## config.mk

```make
export PLATFORM = sky130hd
export DESIGN_NAME = tx_data_gen
export DESIGN_NICKNAME = d
export VERILOG_FILES = /design/src/rtl/tx_data_gen_pkg.sv /design/src/rtl/tx_data_gen_lfsr.sv /design/src/rtl/tx_data_gen.sv
export SDC_FILE = /design/constraint.sdc
export NUM_CORES = 1
export LEC_CHECK = 0
export ABC_AREA = 0
export CORE_MARGIN = 4
export CORE_UTILIZATION = 45
export DETAILED_ROUTE_END_ITERATION = 10
export PLACE_DENSITY = 0.77
export SYNTH_ARGS = -nofsm -noshare
export SYNTH_HDL_FRONTEND = slang
export SYNTH_SLANG_ARGS = --single-unit
```

## constraint.sdc

```tcl
create_clock -name clk -period 3 [get_ports clk]
set_clock_uncertainty 0.1 [all_clocks]
set_input_delay 0.6 -clock clk [delete_from_list [all_inputs] [get_ports clk]]
set_output_delay 0.6 -clock clk [all_outputs]
set_load 0.03 [all_outputs]
```

## src/rtl/tx_data_gen_pkg.sv

```systemverilog
// Shared types and polynomial constants for the tx_data_gen pattern source.
// Mode decode, tap table and width masks for PRBS7/9/15/31.
package tx_data_gen_pkg;

  typedef enum logic [2:0] {
    GEN_FIXED  = 3'd0,
    GEN_PRBS7  = 3'd1,
    GEN_PRBS9  = 3'd2,
    GEN_PRBS15 = 3'd3,
    GEN_PRBS31 = 3'd4
  } tx_gen_mode_t;

  localparam int PRBS7_P  = 7;
  localparam int PRBS7_Q  = 6;
  localparam int PRBS9_P  = 9;
  localparam int PRBS9_Q  = 5;
  localparam int PRBS15_P = 15;
  localparam int PRBS15_Q = 14;
  localparam int PRBS31_P = 31;
  localparam int PRBS31_Q = 28;

  function automatic tx_gen_mode_t gen_mode(logic [2:0] m);
    case (m)
      3'd1:    return GEN_PRBS7;
      3'd2:    return GEN_PRBS9;
      3'd3:    return GEN_PRBS15;
      3'd4:    return GEN_PRBS31;
      default: return GEN_FIXED;
    endcase
  endfunction

  // FIXED keeps the full register visible
  function automatic logic [63:0] poly_mask(tx_gen_mode_t m);
    case (m)
      GEN_PRBS7:  return (64'd1 << PRBS7_P) - 64'd1;
      GEN_PRBS9:  return (64'd1 << PRBS9_P) - 64'd1;
      GEN_PRBS15: return (64'd1 << PRBS15_P) - 64'd1;
      GEN_PRBS31: return (64'd1 << PRBS31_P) - 64'd1;
      default:    return '1;
    endcase
  endfunction

endpackage

```

## src/rtl/tx_data_gen_lfsr.sv

```systemverilog
// tx_lfsr_step16: combinational 16-step Fibonacci LFSR unroll.
// Masks the state to the polynomial width and revives an all-zero state.
module tx_lfsr_step16
  import tx_data_gen_pkg::*;
#(
  parameter int LFSR_W = 32
) (
  input  logic [LFSR_W-1:0] state_i,
  input  tx_gen_mode_t      mode_i,
  output logic [LFSR_W-1:0] state_o,
  output logic [15:0]       word_o
);

  logic [LFSR_W-1:0] mask;
  logic [LFSR_W-1:0] s;
  logic              nb;

  always_comb begin
    mask   = LFSR_W'(poly_mask(mode_i));
    s      = state_i & mask;
    nb     = 1'b0;
    word_o = '0;
    if (s == '0) s = mask;
    for (int k = 0; k < 16; k++) begin
      unique case (mode_i)
        GEN_PRBS7:  nb = s[PRBS7_P-1] ^ s[PRBS7_Q-1];
        GEN_PRBS9:  nb = s[PRBS9_P-1] ^ s[PRBS9_Q-1];
        GEN_PRBS15: nb = s[PRBS15_P-1] ^ s[PRBS15_Q-1];
        GEN_PRBS31: nb = s[PRBS31_P-1] ^ s[PRBS31_Q-1];
        default:    nb = 1'b0;
      endcase
      word_o[k] = nb;
      s = {s[LFSR_W-2:0], nb} & mask;
    end
    state_o = s;
  end

endmodule

```

## src/rtl/tx_data_gen.sv

```systemverilog
// tx_data_gen: word-parallel preamble + PRBS/fixed source for the 16:1 Tx.
// Optional error injection enabled by defining TX_DATA_GEN_ERR_INJ_EN.
module tx_data_gen
  import tx_data_gen_pkg::*;
#(
  parameter int PRE_W  = 8,
  parameter int LFSR_W = 32
) (
  input  logic              clk,
  input  logic              rstb,
  input  logic              en,
  input  logic [2:0]        mode,
  input  logic [LFSR_W-1:0] seed,
  input  logic              load_seed,
  input  logic [15:0]       fixed_pat,
  input  logic [15:0]       pre_pat,
  input  logic [PRE_W-1:0]  pre_len,
  input  logic              invert,
`ifdef TX_DATA_GEN_ERR_INJ_EN
  input  logic              err_inj,
  input  logic [3:0]        err_pos,
  output logic [7:0]        err_cnt,
`endif
  output logic [15:0]       dout,
  output logic              dout_valid,
  output logic [LFSR_W-1:0] lfsr_state
);

  localparam logic [1:0] ST_IDLE = 2'd0;
  localparam logic [1:0] ST_PRE  = 2'd1;
  localparam logic [1:0] ST_RUN  = 2'd2;

  logic [1:0]        state_q, state_d;
  logic [PRE_W-1:0]  cnt_q, cnt_d;
  logic [LFSR_W-1:0] lfsr_q, lfsr_d;
  logic [15:0]       dout_q, dout_d;
  logic              valid_q, valid_d;

  tx_gen_mode_t      gmode;
  logic              prbs_on;
  logic [LFSR_W-1:0] mask_w;
  logic [LFSR_W-1:0] seed_m;
  logic [LFSR_W-1:0] seed_ld;
  logic [LFSR_W-1:0] step_state;
  logic [15:0]       step_word;
  logic [15:0]       inv_w;

  assign gmode   = gen_mode(mode);
  assign prbs_on = (gmode != GEN_FIXED);
  assign mask_w  = LFSR_W'(poly_mask(gmode));
  assign seed_m  = seed & mask_w;
  assign seed_ld = (seed_m == '0) ? mask_w : seed_m;
  assign inv_w   = {16{invert}};

  tx_lfsr_step16 #(
    .LFSR_W (LFSR_W)
  ) u_step (
    .state_i (lfsr_q),
    .mode_i  (gmode),
    .state_o (step_state),
    .word_o  (step_word)
  );

`ifdef TX_DATA_GEN_ERR_INJ_EN
  logic [7:0] ecnt_q, ecnt_d;
  assign err_cnt = ecnt_q;
`endif

  always_comb begin
    state_d = state_q;
    cnt_d   = cnt_q;
    lfsr_d  = lfsr_q;
    dout_d  = '0;
    valid_d = 1'b0;
`ifdef TX_DATA_GEN_ERR_INJ_EN
    ecnt_d  = ecnt_q;
`endif
    unique case (1'b1)
      (state_q == ST_PRE): begin
        if (!en) begin
          state_d = ST_IDLE;
        end else begin
          dout_d  = pre_pat ^ inv_w;
          valid_d = 1'b1;
          if (cnt_q != '0) cnt_d = cnt_q - PRE_W'(1);
          if (cnt_q <= PRE_W'(1)) state_d = ST_RUN;
        end
      end
      (state_q == ST_RUN): begin
        if (!en) begin
          state_d = ST_IDLE;
        end else begin
          dout_d  = (prbs_on ? step_word : fixed_pat) ^ inv_w;
          valid_d = 1'b1;
          if (prbs_on) lfsr_d = step_state;
`ifdef TX_DATA_GEN_ERR_INJ_EN
          if (err_inj) begin
            dout_d = dout_d ^ (16'd1 << err_pos);
            if (ecnt_q != 8'hFF) ecnt_d = ecnt_q + 8'd1;
          end
`endif
        end
      end
      default: begin
        state_d = ST_IDLE;
        if (en) begin
          cnt_d   = pre_len;
          state_d = (pre_len != '0) ? ST_PRE : ST_RUN;
        end
      end
    endcase
    // a seed load overrides any step this cycle
    if (load_seed) lfsr_d = seed_ld;
  end

  always_ff @(posedge clk or negedge rstb) begin
    if (!rstb) begin
      state_q <= ST_IDLE;
      cnt_q   <= '0;
      lfsr_q  <= '1;
      dout_q  <= '0;
      valid_q <= 1'b0;
    end else begin
      state_q <= state_d;
      cnt_q   <= cnt_d;
      lfsr_q  <= lfsr_d;
      dout_q  <= dout_d;
      valid_q <= valid_d;
    end
  end

`ifdef TX_DATA_GEN_ERR_INJ_EN
  always_ff @(posedge clk or negedge rstb) begin
    if (!rstb) ecnt_q <= '0;
    else       ecnt_q <= ecnt_d;
  end
`endif

  assign dout       = dout_q;
  assign dout_valid = valid_q;
  // readback shows the state as seen by the selected polynomial
  assign lfsr_state = lfsr_q & mask_w;

endmodule

```

* Word-level counts from Yosys, hierarchy flattened
Cells that the tools add are included.
** Word-level totals
- Register bits after elaboration :: 59
- Latch bits :: 0
- Memory bits (writable) :: 0
- Bits in read-only memories :: 0
- Output and inout bits :: 49
- Logic and storage cells :: 157
- Memories kept :: 0
** Cells by class
- $add $sub $neg :: 1
- $mul :: 0
- Divide/modulo/power cells :: 0
- $lt $le $gt $ge :: 1
- Eq/ne operators :: 13
- Shift-type cells :: 0
- Muxes and demuxes :: 40
- Bitwise operators :: 85
- Reduce and logical (&&, ||, !) cells :: 12
** Operator list (count)
- 31-bit AND :: 15
- 32-bit two-way mux :: 5
- 32-bit one-hot mux with 4 select lines :: 1
- 32-bit AND :: 3
- 32-bit zero test :: 2
- 1-bit one-hot mux with 4 select lines :: 16
- 1-bit bitwise XOR :: 64
- 16-bit two-way mux :: 3
- 16-bit one-hot mux with 2 select lines :: 1
- 16-bit bitwise XOR :: 2
- 31-bit two-way mux :: 1
- 8-bit two-way mux :: 3
- 8-bit one-hot mux with 2 select lines :: 1
- 8-bit nonzero test :: 2
- 3-bit by 2-bit equality test with 1-bit output (second input constant) :: 4
- 3-bit one-hot mux with 4 select lines :: 1
- 2-bit two-way mux :: 5
- 8-bit by 1-bit <= comparator with 1-bit output (second input constant) :: 1
- 8-bit by 1-bit subtractor with 8-bit output (second input constant) :: 1
- 3-bit by 1-bit equality test with 1-bit output (second input constant) :: 2
- 3-bit equality test (second input constant) :: 2
- 3-bit AND reduction :: 2
- 2-bit nonzero test :: 3
- 2-bit one-hot mux with 2 select lines :: 1
- other kinds (10) :: 11

* Logic depth before layout (Yosys ltp)
Gate-level depths: netlist (run 1).
- Depth in word-level cells :: 59
- Gate-level depth with buffers :: 11
- Mapped depth without buffers :: 9

* Modules after synthesis
A second synthesis (run 1) with hierarchy kept.
** Second synthesis, totals
- Cells, all modules :: 663
- Area, all modules :: 5382.7 µm²
** Modules (own cells, without submodules)
- tx_data_gen :: instances 1, cells an instance 451, area each 3927.5 µm², sequential area each 1516.5 µm²
- tx_lfsr_step16 :: instances 1, cells an instance 212, area each 1455.1 µm², sequential area each 0.0 µm²

* Worst setup path after synthesis (run 1)
Ideal clock, no wire load.
- Kind :: input port to flip-flop
- Start point :: in mode[0]
- End point :: reg lfsr_q[1]
- Library setup time :: 0.091 ns
- Data arrival time :: 2.839 ns
- Slack :: -0.030 ns
- Stages on the path :: 9
- Path buffers :: 0
- Cell sequence :: or3b_1 -> a211o_1 -> and2_1 -> o21ai_2 -> mux2_2 -> a211o_1 -> a21oi_1 -> nor4_1 -> o31ai_1
** Between the ends
- Longest elaborated chain between the ends :: 33
- Elaborated cells between the ends (all ways) :: 89
- Classes of those cells :: eq/ne: 8; mux: 18; bitwise: 58; reduce/logical: 5
** RTL lines
- from (decl) :: line tx_data_gen.sv:12 : input logic [2:0] mode,
- 3-bit equality test, or another cell as far along :: line tx_data_gen_pkg.sv:23 : case (m)
- 3-bit one-hot mux with 4 select lines (*) :: line tx_data_gen_pkg.sv:23
- 3-bit equality test, or another cell as far along :: line tx_data_gen_pkg.sv:34, tx_data_gen_lfsr.sv:25
- 32-bit one-hot mux with 4 select lines :: line tx_data_gen_pkg.sv:34 : case (m)
- 32-bit AND :: line tx_data_gen_lfsr.sv:20 : s = state_i & mask;
- 32-bit zero test :: line tx_data_gen_lfsr.sv:23 : if (s == '0) s = mask;
- 31-bit two-way mux :: line tx_data_gen_lfsr.sv:23
- 31-bit AND, or another cell as far along (4 in series) :: line tx_data_gen_lfsr.sv:33 : s = {s[LFSR_W-2:0], nb} & mask;
- (+14 left out)
- 1-bit bitwise XOR, on equally long branches :: line tx_data_gen_lfsr.sv:27, tx_data_gen_lfsr.sv:26
- 1-bit one-hot mux with 4 select lines :: line tx_data_gen_lfsr.sv:25 : unique case (mode_i)
- 31-bit AND :: line tx_data_gen_lfsr.sv:33
- 32-bit AND :: line tx_data_gen_lfsr.sv:33
- 32-bit two-way mux :: line tx_data_gen.sv:95 : if (prbs_on) lfsr_d = step_state;
- 32-bit two-way mux :: line tx_data_gen.sv:90 : if (!en) begin
- 32-bit two-way mux :: line tx_data_gen.sv:78 : unique case (1'b1)
- 32-bit two-way mux :: line tx_data_gen.sv:113 : if (load_seed) lfsr_d = seed_ld;
- to (signal assigned) :: line tx_data_gen.sv:126 : lfsr_q <= lfsr_d;
- to (decl) :: line tx_data_gen.sv:35 : logic [LFSR_W-1:0] lfsr_q, lfsr_d;
Mark *: on every way between the ends. The rest lies on a longest branch, timed or not. The select of a mux whose other input is x is not followed.
A chain may end at the register's enable or synchronous reset.

* Worst setup path in the final report (run 1)
- Start point :: reg lfsr_q[8]
- End point :: reg dout_q[14], in the netlist dout[14]
** Between the ends
- Longest elaborated chain between the ends :: 27
- Elaborated cells between the ends (all ways) :: 71
- Classes of those cells :: mux: 14; bitwise: 56; reduce/logical: 1
** RTL lines
- 32-bit AND (*) :: line tx_data_gen_lfsr.sv:20
- 32-bit zero test :: line tx_data_gen_lfsr.sv:23
- 31-bit two-way mux (*) :: line tx_data_gen_lfsr.sv:23
- 1-bit bitwise XOR, or another cell as far along :: line tx_data_gen_lfsr.sv:29 : GEN_PRBS31: nb = s[PRBS31_P-1] ^ s[PRBS31_Q-1];
- 1-bit one-hot mux with 4 select lines, or another cell as far along :: line tx_data_gen_lfsr.sv:25
- 31-bit AND (*) (5 in series) :: line tx_data_gen_lfsr.sv:33
- 1-bit bitwise XOR or 31-bit AND (tied branches) :: line tx_data_gen_lfsr.sv:27, tx_data_gen_lfsr.sv:33
- 1-bit one-hot mux with 4 select lines or 31-bit AND (tied branches) :: line tx_data_gen_lfsr.sv:25, tx_data_gen_lfsr.sv:33
- 31-bit AND (*) (9 in series) :: line tx_data_gen_lfsr.sv:33
- 1-bit bitwise XOR, on equally long branches :: line tx_data_gen_lfsr.sv:27, tx_data_gen_lfsr.sv:26
- 1-bit one-hot mux with 4 select lines (*) :: line tx_data_gen_lfsr.sv:25
- 16-bit two-way mux (*) :: line tx_data_gen.sv:93 : dout_d = (prbs_on ? step_word : fixed_pat) ^ inv_w;
- 16-bit bitwise XOR (*) :: line tx_data_gen.sv:93
- 16-bit two-way mux (*) :: line tx_data_gen.sv:90
- 16-bit one-hot mux with 2 select lines (*) :: line tx_data_gen.sv:78
- net dout_d[14] :: line tx_data_gen.sv:36 : logic [15:0] dout_q, dout_d;
- to (signal assigned) :: line tx_data_gen.sv:127 : dout_q <= dout_d;
- to (decl) :: line tx_data_gen.sv:36
The timed path passes the listed nets; every way through them passes the cells marked *.

==> results.md, run 1 <==
- Syn Std Cell Area: 5020 sq um
- Number of setup violations in the final report: 2
- Post-Route WL: 22000 microns
- Iter 0 DRT Violations: 859
- Final min period: 3.11 ns
- Slowest cell on crit path: dfstp_2
- Synth-to-layout area growth: 56.6%
- Worst path bufs/invs: 1
- Final WS setup: -0.106 ns
- Layout Nets: 955
- Root Buffer: clkbuf_8
- Drt first pass iters: 8
- Warnings, synthesis: 0
- Chip width: 114 microns
- Worst-Margin Slew: 0.732 ns
- Cell count of the worst reg-to-reg path: 10
- Failing checks: setup timing
- Status: finished with violations
- Max_cap viols: 0
- Worst setup path start: lfsr_q[8]$_DFFE_PN1P_
- Req. time, crit path: 3.20 ns
- CP Depth: 10
- Clk slew on worst S/H paths: 0.07 ns
- Ys flop type: dfstp_2
- Io pins: 129
- Leak Pwr: 3.32 nW
- FMAX: 0.322 GHz
- Post-DP HPWL: 17200 microns
- P per Cell Area: 527 nW/um^2
- CTS buffer count: 9
- Syn nets: 719
- GRT Overall Usage: 33.4%
- VDD IR-drop max: 0.000502 V
- Vias in the first global route: 6113
- Post-synthesis sequential area ratio: 30.2%
- Worst hold slack: 0.185 ns
- Post-synth cell types: 65
- CP peak stage delay: 0.60 ns
- Reg-to-reg endpoint: dout[14]$_DFF_PN0_
- Layout cells sized above 1: 34.0%
- GRT Residual Overflow: 0
- Crit-path leading delay family: compound AO/OA/AOI/OAI gates
- Mapped Cells: 635
- Crit. End Element: register
- WS Path Type: reg -> reg
- Most frequent CP cell: a21oi_4
- Total core area: 10900 sq um
- Final core occ: 72.3%
- Die ar.: 12900 sq um
- PortBufs: 128
- Max Slew Vio Count: 0
- Initial core utilization: 46.1%
- Die span in y: 114 microns
- H-tree Lvls: 3
- CP cell instances: nor2_1, o211ai_1, a211oi_4, buf_4, a221o_1, a21oi_4, a211o_1, a21oi_4, nor4_1, a2bb2oi_1
- Final Cycle Share: 104%
- Seq cells post-synth: 59
- Final hold violation count: 0
- CTS tree: yes
- N_diodes: 0
- Clock Latency Late Sink: 0.38 ns
- Crit path arrival time: 3.31 ns
- Vias: 6209
- Vias per cell: 6.11
- DRC: 0
- First-pass GRT wire length: 33300 microns
- Placed Area: 7310 sq um
- Final instance area: 7870 sq um
- CP Launch Type: register
- GP Congestion: 1.03
- Hold Buf Count CTS: 0
- Hold WC Path Type: in -> async
- Clock sinks: 59
- Site Rows: 38
- Routed wire per std cell: 21.7 microns
- FF-to-FF setup slack: -0.11 ns
- RSZ-0062 raised after global routing: true
- Clk buf depth: 2
- Antenna-violating nets left: 0
- Post-synth ARST share: 100%
- Largest net degree at the start of global routing: 32
- Crit path capture: dout[14]$_DFF_PN0_
- Slew Limit Headroom: 51.2%
- Avg Cell Area, Syn: 7.91 sq um
- Crit path max fanout: 5
- FF-to-FF Start: lfsr_q[8]$_DFFE_PN1P_
- Post-synth EDFFs: 0
- Initial antenna violation count: 0
==> worst register-to-register path: cells and delay by family (launching register included) <==
kind                   cells  cell delay [ns]
AOI/OAI and AO/OA          7             1.68
and+or+nand+nor            2             0.50
DFF                        1             0.60
buffers and inverters      1             0.16
==> cell type report <==
type	count	area [sq um]
clock buffer	13	169
clock inverter	3	21.3
fill	832	3020
inverter	13	48.8
multi-input combinational	504	3490
sequential	59	1520
tap	140	175
timing repair buffer	284	2450
==> state kept, by name, summed over array words and instances (netlist names) <==
signal / cells
lfsr_q: 32
dout: 16
state_q: 2
dout_valid: 1
cnt_q: 8
==> worst min-delay path by stage <==
stage,from,to,slack (ns),cells past startpoint
after global placement,lfsr_q[24]$_DFFE_PN1P_,lfsr_q[24]$_DFFE_PN1P_,0.40,2
after CTS,rstb,dout[9]$_DFF_PN0_,0.18,1
after global routing,rstb,dout[8]$_DFF_PN0_,0.22,1
after floorplan,rstb,cnt_q[0]$_DFFE_PN0P_,0.20,0
final,rstb,dout[8]$_DFF_PN0_,0.19,1
after detailed placement,lfsr_q[24]$_DFFE_PN1P_,lfsr_q[24]$_DFFE_PN1P_,0.41,2
==> logic make-up after synthesis <==
family                   after synthesis  synth area share (%)
multiplexers                           9                  1.84
AND/OR/NAND/NOR                      222                  22.3
adder cells (fa/ha/maj)                4                 0.996
AO/OA/AOI/OAI                        224                  30.4
flip-flops                            59                  30.2
buffers and inverters                 72                  6.43
XOR/XNOR                              45                  7.85
==> cells in the final DEF, fill, tap and decap left out, types with 7 or more instances in the layout <==
cell type        Yosys  routed
a221oi_1            11      11
a21o_1               8       8
o211ai_1            11      11
dfrtp_1             27      27
o31ai_1             11       9
o22ai_1             15      15
and2_1              31      30
o21ai_0             64      61
o221a_2              7       7
nand2_1             53      53
nor2_1              49      49
mux2i_1              7       7
clkdlybuf4s50_1      0      99
buf_4                8     174
xnor2_1             18      16
nor4_1              19      14
nand3_1             23      21
xor2_1              27      24
a21oi_1             32      28
inv_1               13      13
clkbuf_8             0      12
nor3_1              15      12
a211oi_1             8       7
dfstp_2             32      32
a22oi_1              8       8
==> cell usage after synthesis, types with 5 or more instances <==
| library cell | number | area [sq um] |
|---|---|---|
| nor4_1 | 19 | 119 |
| nand3_1 | 23 | 115 |
| a221oi_1 | 11 | 96.3 |
| buf_2 | 6 | 30.0 |
| o31ai_1 | 11 | 82.6 |
| o221ai_1 | 5 | 43.8 |
| dfstp_2 | 32 | 841 |
| a22oi_1 | 8 | 60.1 |
| mux2i_1 | 7 | 70.1 |
| xor2_1 | 27 | 236 |
| a2bb2oi_1 | 6 | 52.6 |
| dfrtp_1 | 27 | 676 |
| o22ai_1 | 15 | 93.8 |
| a21o_1 | 8 | 60.1 |
| buf_4 | 8 | 60.1 |
| clkbuf_1 | 40 | 150 |
| inv_1 | 13 | 48.8 |
| o221a_2 | 7 | 78.8 |
| nand2_1 | 53 | 199 |
| nor2_1 | 49 | 184 |
| a211oi_1 | 8 | 60.1 |
| o21ai_0 | 64 | 320 |
| and2_1 | 31 | 194 |
| a21oi_1 | 32 | 160 |
| nor3_1 | 15 | 75.1 |
| nand2b_1 | 6 | 37.5 |
| xnor2_1 | 18 | 158 |
| o211ai_1 | 11 | 82.6 |
==> stage by stage <==
stage | setup WS [ns] | power (W) | instances | TNS (ns)
2_1_floorplan | 0.00124 | 0.00228 | 635 | 0
3_3_place_gp | -0.796 | 0.00321 | 990 | -18.05
3_5_place_dp | -0.872 | 0.00326 | 990 | -23.01
4_1_cts | -0.0354 | 0.00403 | 1010 | -0.0569
5_1_grt | -0.193 | 0.00436 | 1016 | -0.417
6_report | -0.106 | 0.00415 | 1016 | -0.196
==> per-layer routing <==
| metal | up-vias | global-route usage, % | part of all wire, % |
|---|---|---|---|
| li1 | 2827 | - | - |
| met2 | 380 | 52.1 | 46 |
| met5 | - | 0 | 0 |
| met4 | 0 | 10.4 | 2.6 |
| met1 | 2945 | 45.5 | 40 |
| met3 | 57 | 8.59 | 11 |
==> repair_timing <==
action / 4_1_cts / 5_1_grt
setup endpoints to repair: 38 / 18
pin swaps: 9 / 23
gates resized for setup: 27 / 42
hold endpoints to repair: 0 / 0
gates cloned: 0 / 0
setup buffers: 4 / 6
==> report_power, final <==
| group | internal (W) | leakage [nW] | switching, W | total (W) |
|---|---|---|---|---|
| registers | 0.00100 | 0.679 | 0.000155 | 0.00116 |
| logic | 0.00102 | 2.55 | 0.00125 | 0.00227 |
| clock network | 0.000368 | 0.0956 | 0.000354 | 0.000721 |
Note: power is estimated with default switching activity, not from simulation.
==> inputs of run 2 (changes only) <==
--- a/config.mk
+++ b/config.mk
@@ -10,6 +10,8 @@
 export CORE_UTILIZATION = 45
 export DETAILED_ROUTE_END_ITERATION = 10
 export PLACE_DENSITY = 0.77
+export SETUP_SLACK_MARGIN = 0.1
+export SKIP_LAST_GASP = 1
 export SYNTH_ARGS = -nofsm -noshare
 export SYNTH_HDL_FRONTEND = slang
 export SYNTH_SLANG_ARGS = --single-unit
==> run 2 against run 1 <==
Net effect:
- global-route usage grew 2.0 points
- via count rose by 6.2%
- power grew 4.5%
- count of clock-buffer cells in the layout is 3 lower
- the run still ends with setup timing left
- combinational power grew 7%
- highest routed layer unchanged
- final cell count up 2.1%
- die area unchanged
- sequential share of layout area down 0.75 points
- largest power group unchanged
- utilization up 2.9 points
==> results.md, run 2 (synthesized netlist as in run 1, its figures left out) <==
- Status: finished with violations
- Failing checks: setup timing
- Flip-flop count of the largest register after layout: 32 (unchanged)
- Clk slew on worst S/H paths: 0.08 ns (about the same)
- CP Launch Type: register
- Final hold violation count: 0 (unchanged)
- Number of setup violations in the final report: 9 (+7)
- VDD IR-drop max: 0.000478 V (-4.8%)
- Crit-path leading delay family: compound AO/OA/AOI/OAI gates
- FMAX: 0.318 GHz (-1.2%)
- Root Buffer: clkbuf_8
- P per Cell Area: 530 nW/um^2 (+0.49%)
- Worst path bufs/invs: 2 (+1)
- Sequential cell area: 1520 sq um (unchanged)
- Dpl cells: 999 (+0.91%)
- Vias: 6596 (+6.2%)
- Commonest non-fill, non-tap cells in the layout: buf_4, clkdlybuf4s50_1, o21ai_0
- Clock sinks: 59 (unchanged)
- Req. time, crit path: 3.16 ns (-0.04 ns)
- Final WS setup: -0.144 ns (-0.0375 ns)
- CP cell instances: nor4_1, nand4_1, buf_4, a211o_4, buf_6, o21ai_4, mux2_4, a211o_1, a21oi_2, nor4_2, o31ai_1
- Io pins: 129 (unchanged)
- Clock Latency Late Sink: 0.36 ns (-0.02 ns)
- Final min period: 3.14 ns (+0.0375 ns)
- Final core occ: 75.2% (+2.9 points)
- CP peak stage delay: 0.40 ns (-0.20 ns)
- Iter 0 DRT Violations: 698 (-19%)
- Slowest cell on crit path: nor4_1
- Crit path max fanout: 4 (-1)
- Drt first pass iters: 7 (-1)
- H-tree Lvls: 3 (unchanged)
- Max_cap viols: 0 (unchanged)
- Die ar.: 12900 sq um (unchanged)
- Crit path arrival time: 3.30 ns (about the same)
- Die span in y: 114 microns (unchanged)
- Vias in the first global route: 6344 (+3.8%)
- Slew Limit Headroom: 46.2% (-5.0 points)
- Vias per cell: 6.36 (+4.1%)
- Finished Layout Cells: 1037 (+2.1%)
- Post-route setup TNS: -0.584 ns (-0.388 ns)
- Chip width: 114 microns (unchanged)
- PortBufs: 128 (unchanged)
- First-pass GRT wire length: 35300 microns (+6.2%)
- Post-DP HPWL: 18000 microns (+4.8%)
- Largest net degree at the start of global routing: 33 (+3.1%)
- Layout Nets: 976 (+2.2%)
- Post-Route WL: 23800 microns (+8.2%)
- Site Rows: 38 (unchanged)
- CTS tree: yes
- Initial core utilization: 46.1% (unchanged)
- Commonest non-fill, non-tap cell in the layout: buf_4
- WS Path Type: reg -> reg
- Routed wire per std cell: 23.0 microns (+6.0%)
- Initial antenna violation count: 0 (unchanged)
- DRC: 0 (unchanged)
- Worst-Margin Slew: 0.807 ns (+0.0748 ns)
- CTS buffer count: 9 (unchanged)
- Fillers: 783 (-5.9%)
- Max Slew Vio Count: 0 (unchanged)
- Final Cycle Share: 105% (+1.2 points)
- Synth-to-layout area growth: 62.9%
- Leak Pwr: 3.45 nW (+3.9%)
- Clk buf depth: 2 (unchanged)
- Largest reg by FF count: lfsr_q
- GP Congestion: 1.01 (-1.9%)
- RSZ-0062 raised after global routing: true
- Crit. End Element: register
- Layout cells sized above 1: 37.9% (+3.9 points)
- Hold WC Path Type: in -> async
- Antenna-violating nets left: 0 (unchanged)
- GRT Overall Usage: 35.4% (+2.0 points)
- N_diodes: 0 (unchanged)
- Total core area: 10900 sq um (unchanged)
- GRT Residual Overflow: 0 (unchanged)
- Multi-input gate area: 3620 sq um (+3.9%)
run 2: cell types whose count changed in the layout (fill, tap and decap cells not counted), sizes merged:
cell / change
buf: +20
clkbuf: -2
bufinv: +1
clkinv: +1
inv: +1
run 2: what timing repair did:
item                                    CTS  global route
resized for setup                        45            55
pin swaps                                23            30
hold buffers                              0             0
setup buffers                             9            13
endpoints found under the setup margin   58            24
run 2: worst paths after layout:
kind                                             start                      to  slack (ns)  cells past startpoint
worst max-delay path            lfsr_q[23]$_DFFE_PN1P_   lfsr_q[1]$_DFFE_PN1P_       -0.14                     11
worst min-delay path                              rstb       dout[2]$_DFF_PN0_        0.22                      1
worst max register to register  lfsr_q[23]$_DFFE_PN1P_   lfsr_q[1]$_DFFE_PN1P_       -0.14                     11
worst min register to register  lfsr_q[29]$_DFFE_PN1P_  lfsr_q[29]$_DFFE_PN1P_        0.41                      2
max in group asynchronous                         rstb  lfsr_q[23]$_DFFE_PN1P_        1.63                      2
min in group clk                lfsr_q[29]$_DFFE_PN1P_  lfsr_q[29]$_DFFE_PN1P_        0.41                      2
run 2: cell type report:
type / count / share of cell area [%]
Inverter: 13 / 0.596
Clock inverter: 6 / 0.795
Multi-Input combinational cell: 504 / 44.3
Tap cell: 140 / 2.14
Timing Repair Buffer: 305 / 32.1
Sequential cell: 59 / 18.5
Clock buffer: 10 / 1.56
run 2: metrics by stage:
stage | worst slack (ns) | total power, W | hold slack, ns | instance area (sq um)
2_1_floorplan | 0.101 | 0.00228 | 0.204 | 5050
3_3_place_gp | -0.831 | 0.00325 | 0.408 | 7430
3_5_place_dp | -0.866 | 0.00329 | 0.404 | 7430
4_1_cts | -0.0222 | 0.00412 | 0.218 | 7830
5_1_grt | -0.205 | 0.00453 | 0.238 | 8190
6_report | -0.144 | 0.00434 | 0.221 | 8190
run 2: routing by layer:
layer	track usage [%]	share of wire (%)	up-vias
met2	57.8	46	475
li1	-	-	2864
met4	12.9	4.8	0
met5	0	0	-
met3	6.63	10	101
met1	46.8	39	3156
run 2: power breakdown:
part           total (W)  leakage, nW  switching [W]  internal (W)
clock           0.000748       0.0966       0.000363      0.000385
combinational    0.00243         2.68        0.00135       0.00108
sequential       0.00116        0.679       0.000163       0.00100
total            0.00434         3.45        0.00187       0.00247
run 2: worst register-to-register path: stages (launching register included):
cell and delay [ns]:
dfstp_2 0.37, nor4_1 0.40, nand4_1 0.16, buf_4 0.19, a211o_4 0.37, buf_6 0.13, o21ai_4 0.15, mux2_4 0.33
a211o_1 0.27, a21oi_2 0.24, nor4_2 0.07, o31ai_1 0.29
